**src/rtl/mmio_bus_pkg.sv**
```systemverilog
// -----------------------------------------------------------------------------
// mmio_bus_pkg
// Shared types, constants and helpers for the MMIO bus fabric and its region
// decoder.
//   state_e  : access FSM states (idle, access in progress, completion)
//   WAIT_W   : width of one per-region wait-state field
//   slot()   : extracts field i of width w from a packed parameter vector;
//              field 0 is the least significant (rightmost) one
// -----------------------------------------------------------------------------
package mmio_bus_pkg;

   typedef enum logic [1:0] {
      StIdle   = 2'd0,
      StAccess = 2'd1,
      StDone   = 2'd2
   } state_e;

   localparam int unsigned WAIT_W     = 4;

   // Widest packed vector and widest field slot() has to handle.
   localparam int unsigned SLOT_VEC_W = 512;
   localparam int unsigned SLOT_W     = 32;

   function automatic logic [SLOT_W-1:0] slot(input logic [SLOT_VEC_W-1:0] vec,
                                              input int unsigned           i,
                                              input int unsigned           w);
      logic [SLOT_W-1:0] mask;
      mask = '1;
      mask = mask >> (SLOT_W - w);
      return SLOT_W'(vec >> (i * w)) & mask;
   endfunction

endpackage

```
**src/rtl/mmio_region_decoder.sv**
```systemverilog
// -----------------------------------------------------------------------------
// mmio_region_decoder
// Combinational priority decode of a word address against NSLAVE inclusive
// [BASE, LIMIT] windows. Where windows overlap, the lowest index wins.
// Shared with other bus masters (e.g. a future DMA engine).
// Ports:
//   i_wadr   : word address to decode (AW bits)
//   o_hit    : address falls inside some region
//   o_idx    : index of the winning region (0 when no hit)
//   o_offset : i_wadr minus the winning region's base (0 when no hit)
// -----------------------------------------------------------------------------
module mmio_region_decoder
   import mmio_bus_pkg::*;
#(
   parameter int unsigned              NSLAVE    = 4,
   parameter int unsigned              AW        = 12,
   parameter logic [NSLAVE*AW-1:0]     BASE_VEC  = {12'hB01, 12'hB00, 12'h650, 12'h000},
   parameter logic [NSLAVE*AW-1:0]     LIMIT_VEC = {12'hB01, 12'hB00, 12'hAFF, 12'h03F},
   localparam int unsigned             IDXW      = (NSLAVE > 1) ? $clog2(NSLAVE) : 1
) (
   input  logic [AW-1:0]   i_wadr,
   output logic            o_hit,
   output logic [IDXW-1:0] o_idx,
   output logic [AW-1:0]   o_offset
);

   logic [AW-1:0] w_base  [NSLAVE];
   logic [AW-1:0] w_limit [NSLAVE];

   for (genvar g = 0; g < NSLAVE; g++) begin : g_tab
      assign w_base[g]  = AW'(slot(SLOT_VEC_W'(BASE_VEC), g, AW));
      assign w_limit[g] = AW'(slot(SLOT_VEC_W'(LIMIT_VEC), g, AW));
   end

   // Scan from the top down so the lowest matching index is written last.
   always_comb begin
      o_hit    = 1'b0;
      o_idx    = '0;
      o_offset = '0;
      for (int i = int'(NSLAVE) - 1; i >= 0; i--) begin
         if ((i_wadr >= w_base[i]) && (i_wadr <= w_limit[i])) begin
            o_hit    = 1'b1;
            o_idx    = IDXW'(i);
            o_offset = i_wadr - w_base[i];
         end
      end
   end

endmodule

```
**src/rtl/mmio_bus_fabric.sv**
```systemverilog
// -----------------------------------------------------------------------------
// mmio_bus_fabric
// Memory-mapped interconnect between the CPU data port and NSLAVE peripheral
// regions. Each access is decoded once, latched, and then run through a small
// FSM (idle -> access -> done) with per-region wait states. Unmapped accesses
// skip straight to done: reads return 0, writes are dropped.
// Optional feature (macro MMIO_BUSERR_EN): adds err_flag / err_adr, which hold
// the byte address of the first unmapped access until reset.
// Ports:
//   clk, reset            : clock, synchronous active-high reset
//   cpu_adr               : CPU byte address; only bits [AW+1:2] are decoded
//   cpu_re / cpu_we       : requests, held by the CPU until cpu_ready
//   cpu_wdata             : CPU write data
//   cpu_rdata             : registered read data, valid with cpu_ready
//   cpu_ready             : one-cycle completion pulse
//   slv_sel               : one-hot region select, held through the access
//   slv_we                : one-cycle write strobe to the selected region
//   slv_adr               : word offset inside the selected region
//   slv_wdata             : latched write data, broadcast to all regions
//   slv_rdata             : packed read data, region i at [i*DW +: DW]
//   err_flag / err_adr    : (MMIO_BUSERR_EN only) sticky unmapped-access info
// -----------------------------------------------------------------------------
module mmio_bus_fabric
   import mmio_bus_pkg::*;
#(
   parameter int unsigned               NSLAVE    = 4,
   parameter int unsigned               AW        = 12,
   parameter int unsigned               DW        = 32,
   // Field 0 is the rightmost one: region0 = 0x000..0x03F, region1 = 0x650..0xAFF.
   parameter logic [NSLAVE*AW-1:0]      BASE_VEC  = {12'hB01, 12'hB00, 12'h650, 12'h000},
   parameter logic [NSLAVE*AW-1:0]      LIMIT_VEC = {12'hB01, 12'hB00, 12'hAFF, 12'h03F},
   parameter logic [NSLAVE*WAIT_W-1:0]  WAIT_VEC  = {4'd0, 4'd0, 4'd1, 4'd0}
) (
   input  logic                 clk,
   input  logic                 reset,
   input  logic [31:0]          cpu_adr,
   input  logic                 cpu_re,
   input  logic                 cpu_we,
   input  logic [DW-1:0]        cpu_wdata,
   output logic [DW-1:0]        cpu_rdata,
   output logic                 cpu_ready,
   output logic [NSLAVE-1:0]    slv_sel,
   output logic [NSLAVE-1:0]    slv_we,
   output logic [AW-1:0]        slv_adr,
   output logic [DW-1:0]        slv_wdata,
   input  logic [NSLAVE*DW-1:0] slv_rdata
`ifdef MMIO_BUSERR_EN
   ,
   output logic                 err_flag,
   output logic [31:0]          err_adr
`endif
);

   localparam int unsigned IDXW = (NSLAVE > 1) ? $clog2(NSLAVE) : 1;

   state_e              r_state;
   state_e              w_state_d;

   logic                r_we;
   logic                r_hit;
   logic [IDXW-1:0]     r_idx;
   logic [WAIT_W-1:0]   r_cnt;
   logic [NSLAVE-1:0]   r_sel;
   logic [AW-1:0]       r_adr;
   logic [DW-1:0]       r_wdata;
   logic [DW-1:0]       r_rdata;

   logic                w_req;
   logic [AW-1:0]       w_wadr;
   logic                w_hit;
   logic [IDXW-1:0]     w_idx;
   logic [AW-1:0]       w_off;
   logic [WAIT_W-1:0]   w_wait;
   logic [NSLAVE-1:0]   w_onehot;
   logic [DW-1:0]       w_rdata_sel;
   logic                w_last;
   logic [WAIT_W-1:0]   w_wait_tab [NSLAVE];

   assign w_req  = cpu_re | cpu_we;
   assign w_wadr = cpu_adr[AW+1:2];
   // Last wait cycle of an access: strobe/capture happen here.
   assign w_last = (r_state == StAccess) && (r_cnt == '0);

   mmio_region_decoder #(
      .NSLAVE    (NSLAVE),
      .AW        (AW),
      .BASE_VEC  (BASE_VEC),
      .LIMIT_VEC (LIMIT_VEC)
   ) u_decoder (
      .i_wadr   (w_wadr),
      .o_hit    (w_hit),
      .o_idx    (w_idx),
      .o_offset (w_off)
   );

   for (genvar g = 0; g < NSLAVE; g++) begin : g_wait
      assign w_wait_tab[g] = WAIT_W'(slot(SLOT_VEC_W'(WAIT_VEC), g, WAIT_W));
   end

   // Wait count, one-hot select for the region being requested now, and read
   // data of the region latched for the current access.
   always_comb begin
      w_wait      = '0;
      w_onehot    = '0;
      w_rdata_sel = '0;
      for (int i = 0; i < int'(NSLAVE); i++) begin
         if (w_idx == IDXW'(i)) begin
            w_wait      = w_wait_tab[i];
            w_onehot[i] = w_hit;
         end
         if (r_idx == IDXW'(i)) begin
            w_rdata_sel = slv_rdata[i*DW +: DW];
         end
      end
   end

   // Next state and the combinational write strobe.
   always_comb begin
      w_state_d = r_state;
      slv_we    = '0;
      unique case (r_state)
         StIdle: begin
            if (w_req) begin
               w_state_d = w_hit ? StAccess : StDone;
            end
         end
         StAccess: begin
            if (r_cnt == '0) begin
               w_state_d = StDone;
               // Reset in the same cycle must not let a write reach the slave.
               if (r_we && !reset) begin
                  slv_we = r_sel;
               end
            end
         end
         StDone: begin
            w_state_d = StIdle;
         end
         default: begin
            w_state_d = StIdle;
         end
      endcase
   end

   always_ff @(posedge clk) begin
      if (reset) begin
         r_state <= StIdle;
      end else begin
         r_state <= w_state_d;
      end
   end

   always_ff @(posedge clk) begin
      if (reset) begin
         r_we    <= 1'b0;
         r_hit   <= 1'b0;
         r_idx   <= '0;
         r_cnt   <= '0;
         r_sel   <= '0;
         r_adr   <= '0;
         r_wdata <= '0;
         r_rdata <= '0;
      end else begin
         if ((r_state == StIdle) && w_req) begin
            r_we    <= cpu_we;
            r_hit   <= w_hit;
            r_idx   <= w_idx;
            r_cnt   <= w_hit ? w_wait : '0;
            r_sel   <= w_onehot;
            r_adr   <= w_off;
            r_wdata <= cpu_wdata;
            // Unmapped read completes immediately with zero data.
            if (!w_hit && !cpu_we) begin
               r_rdata <= '0;
            end
         end
         if (r_state == StAccess) begin
            if (w_last) begin
               r_sel <= '0;
               if (!r_we) begin
                  r_rdata <= w_rdata_sel;
               end
            end else begin
               r_cnt <= r_cnt - WAIT_W'(1);
            end
         end
      end
   end

   assign cpu_ready = (r_state == StDone);
   assign cpu_rdata = r_rdata;
   assign slv_sel   = r_sel;
   assign slv_adr   = r_adr;
   assign slv_wdata = r_wdata;

`ifdef MMIO_BUSERR_EN
   logic        r_err_flag;
   logic [31:0] r_err_adr;
   logic [31:0] r_req_adr;

   // Only the first unmapped access is recorded; later ones are ignored.
   always_ff @(posedge clk) begin
      if (reset) begin
         r_err_flag <= 1'b0;
         r_err_adr  <= '0;
         r_req_adr  <= '0;
      end else begin
         if ((r_state == StIdle) && w_req) begin
            r_req_adr <= cpu_adr;
         end
         if ((r_state == StDone) && !r_hit && !r_err_flag) begin
            r_err_flag <= 1'b1;
            r_err_adr  <= r_req_adr;
         end
      end
   end

   assign err_flag = r_err_flag;
   assign err_adr  = r_err_adr;
`else
   // Upper address bits alias by design; r_hit only matters for error capture.
   logic w_unused_bits;
   assign w_unused_bits = ^{cpu_adr[31:AW+2], cpu_adr[1:0], r_hit};
`endif

endmodule
```
**config.mk**
```make
export PLATFORM = sky130hd
export DESIGN_NAME = mmio_bus_fabric
export DESIGN_NICKNAME = d
export VERILOG_FILES = /design/src/rtl/mmio_bus_pkg.sv /design/src/rtl/mmio_region_decoder.sv /design/src/rtl/mmio_bus_fabric.sv
export SDC_FILE = /design/constraint.sdc
export NUM_CORES = 1
export LEC_CHECK = 0
export BUFFER_PORTS_ARGS = -buffer_cell sky130_fd_sc_hd__buf_2
export CORE_MARGIN = 2
export CORE_UTILIZATION = 45
export DETAILED_ROUTE_END_ITERATION = 10
export GPL_TIMING_DRIVEN = 0
export PLACE_DENSITY_LB_ADDON = 0.2
export SLEW_MARGIN = 25
export SYNTH_ARGS = -nofsm -noshare
export SYNTH_HDL_FRONTEND = slang
export SYNTH_HIERARCHICAL = 1
export SYNTH_SLANG_ARGS = --single-unit
```
**constraint.sdc**
```tcl
create_clock -name clk -period 3.7 [get_ports clk]
set_input_delay 0.74 -clock clk [delete_from_list [all_inputs] [get_ports clk]]
set_output_delay 0.74 -clock clk [all_outputs]
set_load 0.01 [all_outputs]
```
# Yosys cells after proc, flatten, opt, wreduce, memory -nomap -nowiden
# Cells that the tools add are included.
[classes]
n_addsub = 4
n_mul = 0
n_div = 0
magnitude_cmp = 8
eq_ne = 10
shift = 0
n_mux = 42
bitwise_logic = 1
n_reduce_logical = 16
[op_table]
columns = ["op", "count"]
rows = [
  ["$mux W32", 9],
  ["$mux W12", 4],
  ["$mux W4", 12],
  ["$le A12 B12 Y1 const B", 3],
  ["$ge A12 B12 Y1 const B", 2],
  ["$sub A12 B12 Y12 const B", 2],
  ["$mux W2", 7],
  ["$ge A12 B1 Y1 const B", 1],
  ["$ge A12 B11 Y1 const B", 1],
  ["$le A12 B6 Y1 const B", 1],
  ["$sub A12 B11 Y12 const B", 1],
  ["$eq A2 B2 Y1 const B", 5],
  ["$mux W1", 9],
  ["$logic_and A1 B1 Y1", 8],
  ["$eq A2 B1 Y1 const B", 3],
  ["$logic_not A2 Y1", 3],
  ["$logic_not A4 Y1", 1],
  ["$pmux W2 S2", 1],
  ["$sub A4 B1 Y4 const B", 1],
  ["$logic_not A1 Y1", 3],
  ["$ne A2 B1 Y1 const B", 1],
  ["$ne A2 B2 Y1 const B", 1],
  ["$reduce_and A2 Y1", 1],
  ["$or A1 B1 Y1", 1],
]
[word_totals]
regBits = 89
latchBits = 0
ramBits = 0
rom_bits = 0
inputBits = 196
output_inout_bits = 85
elab_cells = 89
n_memories = 0

# Depth between registers and ports, before layout
# Gate-level depths: netlist (run 1).
[logic_depth]
depth_word = 14
mapped_depth = 11
depth_no_buf = 9

# By module
# Netlist (run 1), hierarchy kept.
[by_module_without_submodules]
columns = ["mod", "n_inst", "cells_per_inst", "area_each_um2", "seq_area_each_um2"]
rows = [
  ["mmio_bus_fabric", 1, 440, 4350.4, 1781.7],
  ["mmio_region_decoder", 1, 81, 560.5, 0.0],
]

# Worst setup path after synthesis (run 1)
# OpenSTA, ideal clock, no wires.
[synth_path]
path_kind = "input-to-reg"
from = "input port cpu_adr[10]"
to = "register r_rdata[23] (netlist: cpu_rdata[23])"
setup_time_ns = 0.117
t_arrival_ns = 2.732
t_required_ns = 3.583
path_slack_ns = 0.851
stages = 11
n_path_buf = 3
cell_sequence = "inv_1 -> ha_1 -> o21a_1 -> nor2_1 -> a311o_1 -> buf_6 -> nand2_1 -> or4_1 -> clkbuf_1 -> clkbuf_1 -> a32o_1"
[synth_via]
elab_chain_cells = 13
word_cells_on_any_way = 23
cone_classes = "order compare (8); mux (9); reduce/logical (6)"
[synth_rtl]
columns = ["element", "line", "text"]
rows = [
  ["start, declared", "mmio_bus_fabric.sv:36", "input logic [31:0] cpu_adr,"],
  ["$ge A12 B12 Y1 or $le A12 B12 Y1 (tied branches)", "mmio_region_decoder.sv:41", "if ((i_wadr >= w_base[i]) && (i_wadr <= w_limit[i])) begin"],
  ["$logic_and A1 B1 Y1", "mmio_region_decoder.sv:41", ""],
  ["$mux W1 (3 in a row)", "mmio_region_decoder.sv:41", ""],
  ["$mux W1 (*)", "mmio_region_decoder.sv:41", ""],
  ["named net w_hit", "mmio_bus_fabric.sv:70", "logic w_hit;"],
  ["$logic_not A1 Y1 (*)", "mmio_bus_fabric.sv:173", "if (!w_hit && !cpu_we) begin"],
  ["$logic_and A1 B1 Y1 (*)", "mmio_bus_fabric.sv:173", ""],
  ["$mux W32 (*)", "mmio_bus_fabric.sv:173", ""],
  ["$mux W32 (*)", "mmio_bus_fabric.sv:164", "if ((r_state == StIdle) && w_req) begin"],
  ["$mux W32", "mmio_bus_fabric.sv:180", "if (!r_we) begin"],
  ["$mux W32", "mmio_bus_fabric.sv:178", "if (w_last) begin"],
  ["$mux W32 (*)", "mmio_bus_fabric.sv:177", "if (r_state == StAccess) begin"],
  ["end signal, assigned", "mmio_bus_fabric.sv:181", "r_rdata <= w_rdata_sel;"],
  ["end, declared", "mmio_bus_fabric.sv:66", "logic [DW-1:0] r_rdata;"],
]
# Mark *: on every way through the listed nets, which the timed path passes. The rest lies on a longest branch.
# A chain may end at the register's enable or synchronous reset.

# Worst setup path in the final report (run 1)
[layout_path]
from = "register r_cnt[0]"
to = "output port slv_we[2]"
[layout_via]
elab_chain_cells = 3
[layout_rtl]
columns = ["element", "line", "text"]
rows = [
  ["start, declared", "mmio_bus_fabric.sv:62", "logic [WAIT_W-1:0] r_cnt;"],
  ["start signal, assigned", "mmio_bus_fabric.sv:168", "r_cnt <= w_hit ? w_wait : '0;"],
  ["start signal, assigned", "mmio_bus_fabric.sv:184", "r_cnt <= r_cnt - WAIT_W'(1);"],
  ["$logic_not A4 Y1", "mmio_bus_fabric.sv:128", "if (r_cnt == '0) begin"],
  ["$mux W4", "mmio_bus_fabric.sv:128", ""],
  ["$mux W4", "mmio_bus_fabric.sv:121", "unique case (r_state)"],
  ["end, declared", "mmio_bus_fabric.sv:43", "output logic [NSLAVE-1:0] slv_we,"],
]
# Every way passes these cells.

==> results of run 1 <==
==> kinds of logic (layout without fill, tap and decap cells) <==
| family | count (synthesis) | after routing | share of synthesized area [%] |
|---|---|---|---|
| AO/OA/AOI/OAI | 170 | 170 | 22.3 |
| XOR/XNOR | 3 | 3 | 0.535 |
| adder cells (fa/ha/maj) | 12 | 12 | 3.06 |
| buffers and inverters | 64 | 339 | 5.71 |
| flip-flops | 89 | 89 | 36.3 |
| multiplexers | 34 | 34 | 15.1 |
| AND/OR/NAND/NOR | 149 | 149 | 17.0 |
==> metrics by stage <==
stage / power [uW] / setup slack, ps / hold slack (ps)
2_1_floorplan: 1400 / 851 / 466
3_3_place_gp: 1620 / 191 / 459
3_5_place_dp: 1640 / 115 / 463
4_1_cts: 2340 / 329 / 477
5_1_grt: 2450 / 137 / 502
6_report: 2320 / 391 / 474
==> state kept, by name, summed over array words and instances (netlist names) <==
name and flops:
r_cnt 4, slv_wdata 32, r_idx 2, cpu_rdata 32, slv_sel 4, slv_adr 12, r_we 1, r_state 2
==> cell usage in the layout, fill, tap and decap left out, types with 5 or more instances in the layout <==
| cell type | netlist | layout |
|---|---|---|
| a21oi_1 | 59 | 59 |
| a32o_1 | 32 | 32 |
| and2_1 | 5 | 5 |
| buf_2 | 8 | 267 |
| clkbuf_1 | 40 | 40 |
| clkbuf_8 | 0 | 10 |
| dfxtp_1 | 89 | 89 |
| ha_1 | 12 | 12 |
| inv_1 | 11 | 11 |
| mux4_2 | 32 | 32 |
| nand2_1 | 6 | 6 |
| nand3_1 | 51 | 51 |
| nor2_1 | 17 | 17 |
| nor2b_1 | 37 | 37 |
| o21ai_0 | 55 | 55 |
| or4_1 | 6 | 6 |
==> worst paths after layout <==
| path | end | slack (ps) |
|---|---|---|
| worst max-delay path | slv_we[2] | 390 |
| worst min-delay path | slv_wdata[30] | 470 |
| worst max register to register | cpu_rdata[2] | 1670 |
| worst min register to register | slv_wdata[30] | 470 |
==> critical path, cell delays in order, from the launching register on <==
cell     delay [ps]
dfxtp_1         340
inv_1            80
ha_1            150
or3b_1          330
buf_2           170
nor4b_1         770
and2_1          240
buf_2           130
==> per-layer routing <==
| layer | share of wire [%] | vias to the layer above | global-route usage (%) |
|---|---|---|---|
| met4 | 2.7 | 0 | 9.52 |
| met5 | 0 | - | 0 |
| met3 | 7.1 | 31 | 5.30 |
| met1 | 40 | 2498 | 31.4 |
| li1 | - | 2514 | - |
| met2 | 50 | 209 | 46.0 |
==> power breakdown <==
group / switching (uW) / internal (uW)
clock network: 369 / 339
registers: 30.2 / 1020
logic: 306 / 263
==> cell type report <==
type | instances | share of cell area (%)
flip-flops and latches | 89 | 27.0
well taps | 140 | 2.66
clock buffers | 10 | 2.09
plain buffers | 53 | 3.62
repair buffers | 259 | 19.7
multi-input cells | 368 | 43.2
inverters | 11 | 0.626
clock inverters | 6 | 1.10
==> metrics.txt, run 1 <==
Syn Area/Cell approximately 9.4 um2; grt total ovfl 0; Hold Crit Class register to register; Residual DRC 0; chip width 108 um; gr usage total 26.1%; hold path startpoint slv_wdata[30]; post-cts resize count 0; clock-pin transition on the worst setup and hold timing paths 90 ps; Post-synth EDFFs 0; IO buf count around 260; RSZ-0062 raised after global routing no; cts hold-fix bufs 0; core region area 10700 um2; layout cells sized above 1 40.8%; top-count cell post-synth dfxtp_1; Worst EP required 2960 ps; CP Launch Point r_cnt[0]; fin crit share 89.4%; critical path type register to output port; Data arrival, critical path 2570 ps; Die Ht 108 um; non-filler cells, final 936; Reg area 1780 um2; clock skew between 10 and 15 ps; Placement Cell Area about 6400 um2; CP startpoint kind register; worst-path fanout max 7; Max Slew Vio Count 0; vias in the first global route between 5k and 6k; Initial Util between 40% and 50%; Routed Wire Length approximately 16 mm; setup violators final 0; initial antenna violation count 0; Post-CTS Setup Bufs 0; vias per cell 5.61; FILL cells 982; largest net degree at the start of global routing 17; Final Hold Viols 0; fmax 302 MHz; Num CTS Buffers 9; worst skew pair latency 360 ps; # rows 38; area share of the largest cell type after synthesis 36.3%; Final Cell Area 6590 um2; final core occ 61.4%; FFs w/ async S/R, synth 0%; Final Critical Period 3310 ps; Slew headroom roughly 38%; Slew @ Worst Pin between 900 and 1000 ps; pwr dens 353 nW/um2; post-DP HPWL 12.4 mm; die area 11800 um2; first-pass GRT wire length 24.5 mm; Peak VDD IR roughly 0.00022 V; diode count 0; max cap viols 0; # nets final 999; DR pass1 iterations 5; Area contributors post-synth dfxtp_1 36%, mux4_2 15%, a32o_1 6.5%; Post-Syn Instances 521; crit path capture type output port; ANT nets after route 0; leak pwr 0.00294 uW; Main synth FF type dfxtp_1; synthesized area ~5000 um2; IO Count 281; Synth top cells by count 89 x dfxtp_1, 59 x a21oi_1, 55 x o21ai_0; status completed; cell taking the most area after synthesis dfxtp_1; synth unique cells 51; post-synthesis register bit count 89; CTS root buffer clkbuf_8; Multi-input gate area 2850 um2; WL/cell 17.0 um; syn_nets around 730; gpl congestion 0.811; TritonCTS clock tree yes; DP Cell Count 920; Fin Setup TNS 0 ps; H-tree depth 3; sequential fraction of the synthesis area a little over a third; Crit Reg-Reg Startpoint r_cnt[0]; Hold Path Cell Cnt 2; CTS Sinks 89; Vias ~5.3k; Synth warnings 6; Starting DRT DRC Count 402; Layout area overhead 34.2%; Max clock buf depth 2; R2R depth 8
Power figures use the tool's default switching activity.
==> run 2: changes to the inputs <==
--- a/config.mk
+++ b/config.mk
@@ -11,6 +11,7 @@
 export DETAILED_ROUTE_END_ITERATION = 10
 export GPL_TIMING_DRIVEN = 0
 export PLACE_DENSITY_LB_ADDON = 0.2
+export REMOVE_ABC_BUFFERS = 1
 export SLEW_MARGIN = 25
 export SYNTH_ARGS = -nofsm -noshare
 export SYNTH_HDL_FRONTEND = slang
==> metrics.txt, run 2 (synthesis gave the netlist of run 1 again) <==
CP startpoint kind input pin; Seq pwr share between 40 and 50%; first-pass GRT wire length 23.7 mm; DR pass1 iterations 5; Slew @ Worst Pin between 800 and 900 ps; crit path capture type register; Layout area overhead 33.2%; Initial Util 45.7%; die area 11800 um2; commonest non-fill, non-tap cell in the layout buf_2; Num CTS Buffers 9; r2r setup slk 1390 ps; RSZ-0062 raised after global routing no; IO buf count 260; post-DP HPWL 11.0 mm; Fin Setup TNS 0 ps; leak pwr 0.00291 uW; Hold Path Cell Cnt 2; hold path startpoint slv_wdata[7]; worst-path fanout max 32; pwr dens 357 nW/um2; vias per cell between 5 and 6; Peak VDD IR 0.000160 V; initial antenna violation count 1; WL/cell 17.2 um; Crit Reg-Reg Startpoint r_cnt[0]; commonest non-fill, non-tap cells in the layout 259 x buf_2, 87 x dfxtp_1, 59 x a21oi_1; Placement Cell Area 6310 um2; Psw 719 uW; Die Ht 108 um; proportion of power drawn by combinational gates about a quarter; Final Critical Period 3430 ps; cts hold-fix bufs 0; # nets final 955; Worst EP required 3960 ps; Final Hold Viols 0; switch share a little under a third; CTS root buffer clkbuf_8; Starting DRT DRC Count around 380; setup violators final 0; Hold WS 476 ps; gr usage total 25.5%; Max clock buf depth 2; Data arrival, critical path 3680 ps; Hold Crit Class register to register; critical path type input pin to register; fin crit share 92.7%; Pint 1620 uW; grt total ovfl 0; worst r2r dst cpu_rdata[21]; gpl congestion 0.838; chip width 108 um; clock-pin transition on the worst setup and hold timing paths 90 ps; status completed; layout cells sized above 1 43.8%; largest net degree at the start of global routing 54; Worst Hold Endpoint slv_wdata[7]; Max Slew Vio Count 0; Clock Power Share roughly 31%; core region area 10700 um2; Post-CTS Setup Bufs 0; Routed Wire Length 15.3 mm; worst skew pair latency 370 ps; Vias 5133; IO Count 281; ANT nets after route 0; Residual DRC 0; post-cts resize count 0; fmax slightly below 300 MHz; clock skew around 8.3 ps; # rows 38; vias in the first global route 4786; TritonCTS clock tree yes; R2R depth 5; Final Cell Area 6540 um2; Slew headroom 44.7%; CTS Sinks between 80 and 90; max cap viols 0; H-tree depth 3
-- run 2: power groups by stage --
stage               logic, uW  registers (uW)  clock network (uW)
floorplan                 252            1110                   0
global placement          503            1080                   0
detailed placement        552            1090                   0
CTS                       553            1070                 734
global route              607            1070                 785
finish                    554            1060                 719
-- run 2: worst max-delay path, cell delays in order --
cell and delay (ps):
buf_2 150, inv_1 90, ha_1 240, o21a_1 180, nor2_1 100, a311o_1 430, nand2_1 290, or4_2 1070
a32o_1 380
-- run 2: worst max-delay path by stage --
stage                      from            end  slack, ps  cells past startpoint
floorplan           cpu_adr[10]   cpu_rdata[0]        610                      8
global placement          reset   cpu_rdata[2]       -540                      3
detailed placement  cpu_adr[10]  cpu_rdata[19]        -60                      9
CTS                 cpu_adr[10]  cpu_rdata[21]        340                      9
global route        cpu_adr[10]  cpu_rdata[19]         90                      9
finish              cpu_adr[10]  cpu_rdata[21]        270                      9
-- run 2: cell type report --
type	instances	area (um2)
Multi-Input combinational cell	368	2880
Clock buffer	9	124
Tap cell	140	175
Antenna cell	2	5.00
Clock inverter	7	81.3
Fill cell	983	4200
Sequential cell	89	1790
Inverter	11	41.3
Timing Repair Buffer	268	1450
-- run 2: through the flow --
stage	setup WS (ps)	power, uW	instances	util [%]
after global routing	93.7	2470	893	60.9
after detailed placement	-58.0	1640	875	58.7
after CTS	337	2350	891	60.7
after floorplan	613	1360	468	-
final	271	2340	894	60.9
after global placement	-542	1590	868	57.2
-- run 2: metal layers --
layer  vias to the layer above  track usage, %  wire, um
li1                       2426               -         -
met1                      2483            31.3      6010
met2                       209            43.1      7830
met3                        15            7.96      1300
met4                         0            7.33       192
met5                         -               0         0
==> run 3: changes to the inputs <==
--- a/config.mk
+++ b/config.mk
@@ -6,13 +6,15 @@
 export NUM_CORES = 1
 export LEC_CHECK = 0
 export BUFFER_PORTS_ARGS = -buffer_cell sky130_fd_sc_hd__buf_2
+export CELL_PAD_IN_SITES_DETAIL_PLACEMENT = 0
+export CELL_PAD_IN_SITES_GLOBAL_PLACEMENT = 1
 export CORE_MARGIN = 2
-export CORE_UTILIZATION = 45
+export CORE_UTILIZATION = 32
 export DETAILED_ROUTE_END_ITERATION = 10
 export GPL_TIMING_DRIVEN = 0
 export PLACE_DENSITY_LB_ADDON = 0.2
 export REMOVE_ABC_BUFFERS = 1
-export SLEW_MARGIN = 25
+export SLEW_MARGIN = 0
 export SYNTH_ARGS = -nofsm -noshare
 export SYNTH_HDL_FRONTEND = slang
 export SYNTH_HIERARCHICAL = 1
==> metrics.txt, run 3 (synthesis gave the netlist of run 1 again) <==
gr usage total roughly a fifth; status completed; RSZ-0062 raised after global routing no; met1 Track Usage GR 23.8%; Slew @ Worst Pin 1220 ps; vias per cell 5.34; die area 16400 um2; Reg area 1780 um2; leak pwr 0.00292 uW; Slew headroom 18.6%; switch share around 30%; Worst path slowest cell or4_2; core region area 15100 um2; IO buf count 260; IO Count 281; Pint 1750 uW; # nets final 953; DR pass1 iterations 4; max cap viols 0; clock skew 3.20 ps; grt total ovfl 0; Num CTS Buffers 9; Post-CTS Setup Bufs 0; Clock Power Share 35.8%; Power Total 2500 uW; met2 Usage GRT 33.5%; fmax 292 MHz; first-pass GRT wire length between 20 and 30 mm; Layout area overhead 35.4%; Initial Util between 30% and 40%; chip width approximately 130 um; worst skew pair latency 350 ps; Worst EP required 3940 ps; Die Ht 128 um; critical-path cell list buf_2 > inv_1 > ha_1 > o21a_1 > nor2_1 > a311o_1 > nand2_1 > or4_2 > a32o_1; Routed Wire Length 16.6 mm; met3 GRT Util under 10%; layout cells sized above 1 roughly 43%; commonest non-fill, non-tap cells in the layout 259 x buf_2, 87 x dfxtp_1, 59 x a21oi_1; Final Critical Period between 3000 and 4000 ps; Starting DRT DRC Count between 300 and 400; Max clock buf depth 2; Hold Crit Class register to register; ANT nets after route 0; CP startpoint kind input pin; Vias ~5.0k; commonest non-fill, non-tap cell in the layout buf_2; Max Slew Vio Count 0; Multi-input gate area between 2000 and 3000 um2; Residual DRC 0; Peak VDD IR 0.000222 V; post-DP HPWL 12.2 mm; proportion of power drawn by combinational gates 22.1%; largest net degree at the start of global routing 57; GRT Max-Usage Layer met2; DP Cell Count 922; Data arrival, critical path 3660 ps; clock-pin transition on the worst setup and hold timing paths 70 ps; Final Hold Viols 0; vias in the first global route 5052; pwr dens approximately 380 nW/um2; setup violators final 0; Seq pwr share 42.1%; FILL cells 1541; CTS root buffer clkbuf_16; crit path capture type register; gpl congestion roughly 0.82; # rows 45; critical path type input pin to register; crit-path max cell delay roughly 1100 ps; H-tree depth 3; Psw 756 uW; TritonCTS clock tree yes; CTS Sinks 89; initial antenna violation count 5; WL/cell 17.6 um; fin crit share 92.5%; non-filler cells, final 942; worst-path fanout max 32
## run 3: cell count changes in the layout (fill, tap and decap cells not counted), sizes merged
cell      change
diode         +2
clkinv        +1
buf           -2
inv           -1
bufinv        -1
clkinvlp      +1
## run 3: final timing paths
kind,startpoint,end,slack [ps],cells after the start
max,cpu_adr[10],cpu_rdata[22],280,9
min,slv_adr[2],slv_adr[2],470,2
min reg2reg,slv_adr[2],slv_adr[2],470,2
max reg2reg,r_state[1],cpu_rdata[22],1080,3
## run 3: layer usage
layer | vias up | routed length (um)
met3 | 30 | 1420
met2 | 213 | 8030
li1 | 2424 | -
met4 | 4 | 414
met5 | - | 23
met1 | 2361 | 6730
## run 3: area by class of cell
class	instances	area share, %
diodes	4	0.151
clock buffers	9	3.39
clock inverters	7	0.941
inverters	11	0.621
multi-input cells	368	43.2
flip-flops and latches	89	26.8
well taps	188	3.54
repair buffers	266	21.3
## run 3: repair_timing
action	4_1_cts	5_1_grt
hold buffers	0	0
setup endpoints to repair	0	32
gates resized for setup	0	1
## run 3: power groups by stage
stage / combinational (uW) / clock (uW) / sequential (uW)
floorplan: 252 / 0 / 1110
global placement: 521 / 0 / 1080
detailed placement: 558 / 0 / 1080
CTS: 560 / 936 / 1060
global route: 610 / 980 / 1060
finish: 554 / 896 / 1050
## run 3: stage by stage
| step | instance area, um2 | TNS [ps] | hold slack, ps | util [%] | worst slack (ps) |
|---|---|---|---|---|---|
| 3_3_place_gp | 6210 | -23830 | 457 | 41.1 | -671 |
| 2_1_floorplan | 4670 | 0 | 463 | - | 613 |
| 6_report | 6650 | 0 | 470 | 44.1 | 278 |
| 5_1_grt | 6650 | 0 | 494 | 44.1 | 140 |
| 3_5_place_dp | 6350 | -4950 | 464 | 42.1 | -166 |
| 4_1_cts | 6640 | 0 | 473 | 44.0 | 206 |
## run 3: critical path: cells and delay by family
kind	cells	cell delay, ps
compound gates	3	970
simple gates	3	1440
buf+inv	2	240
fa+ha+maj	1	240
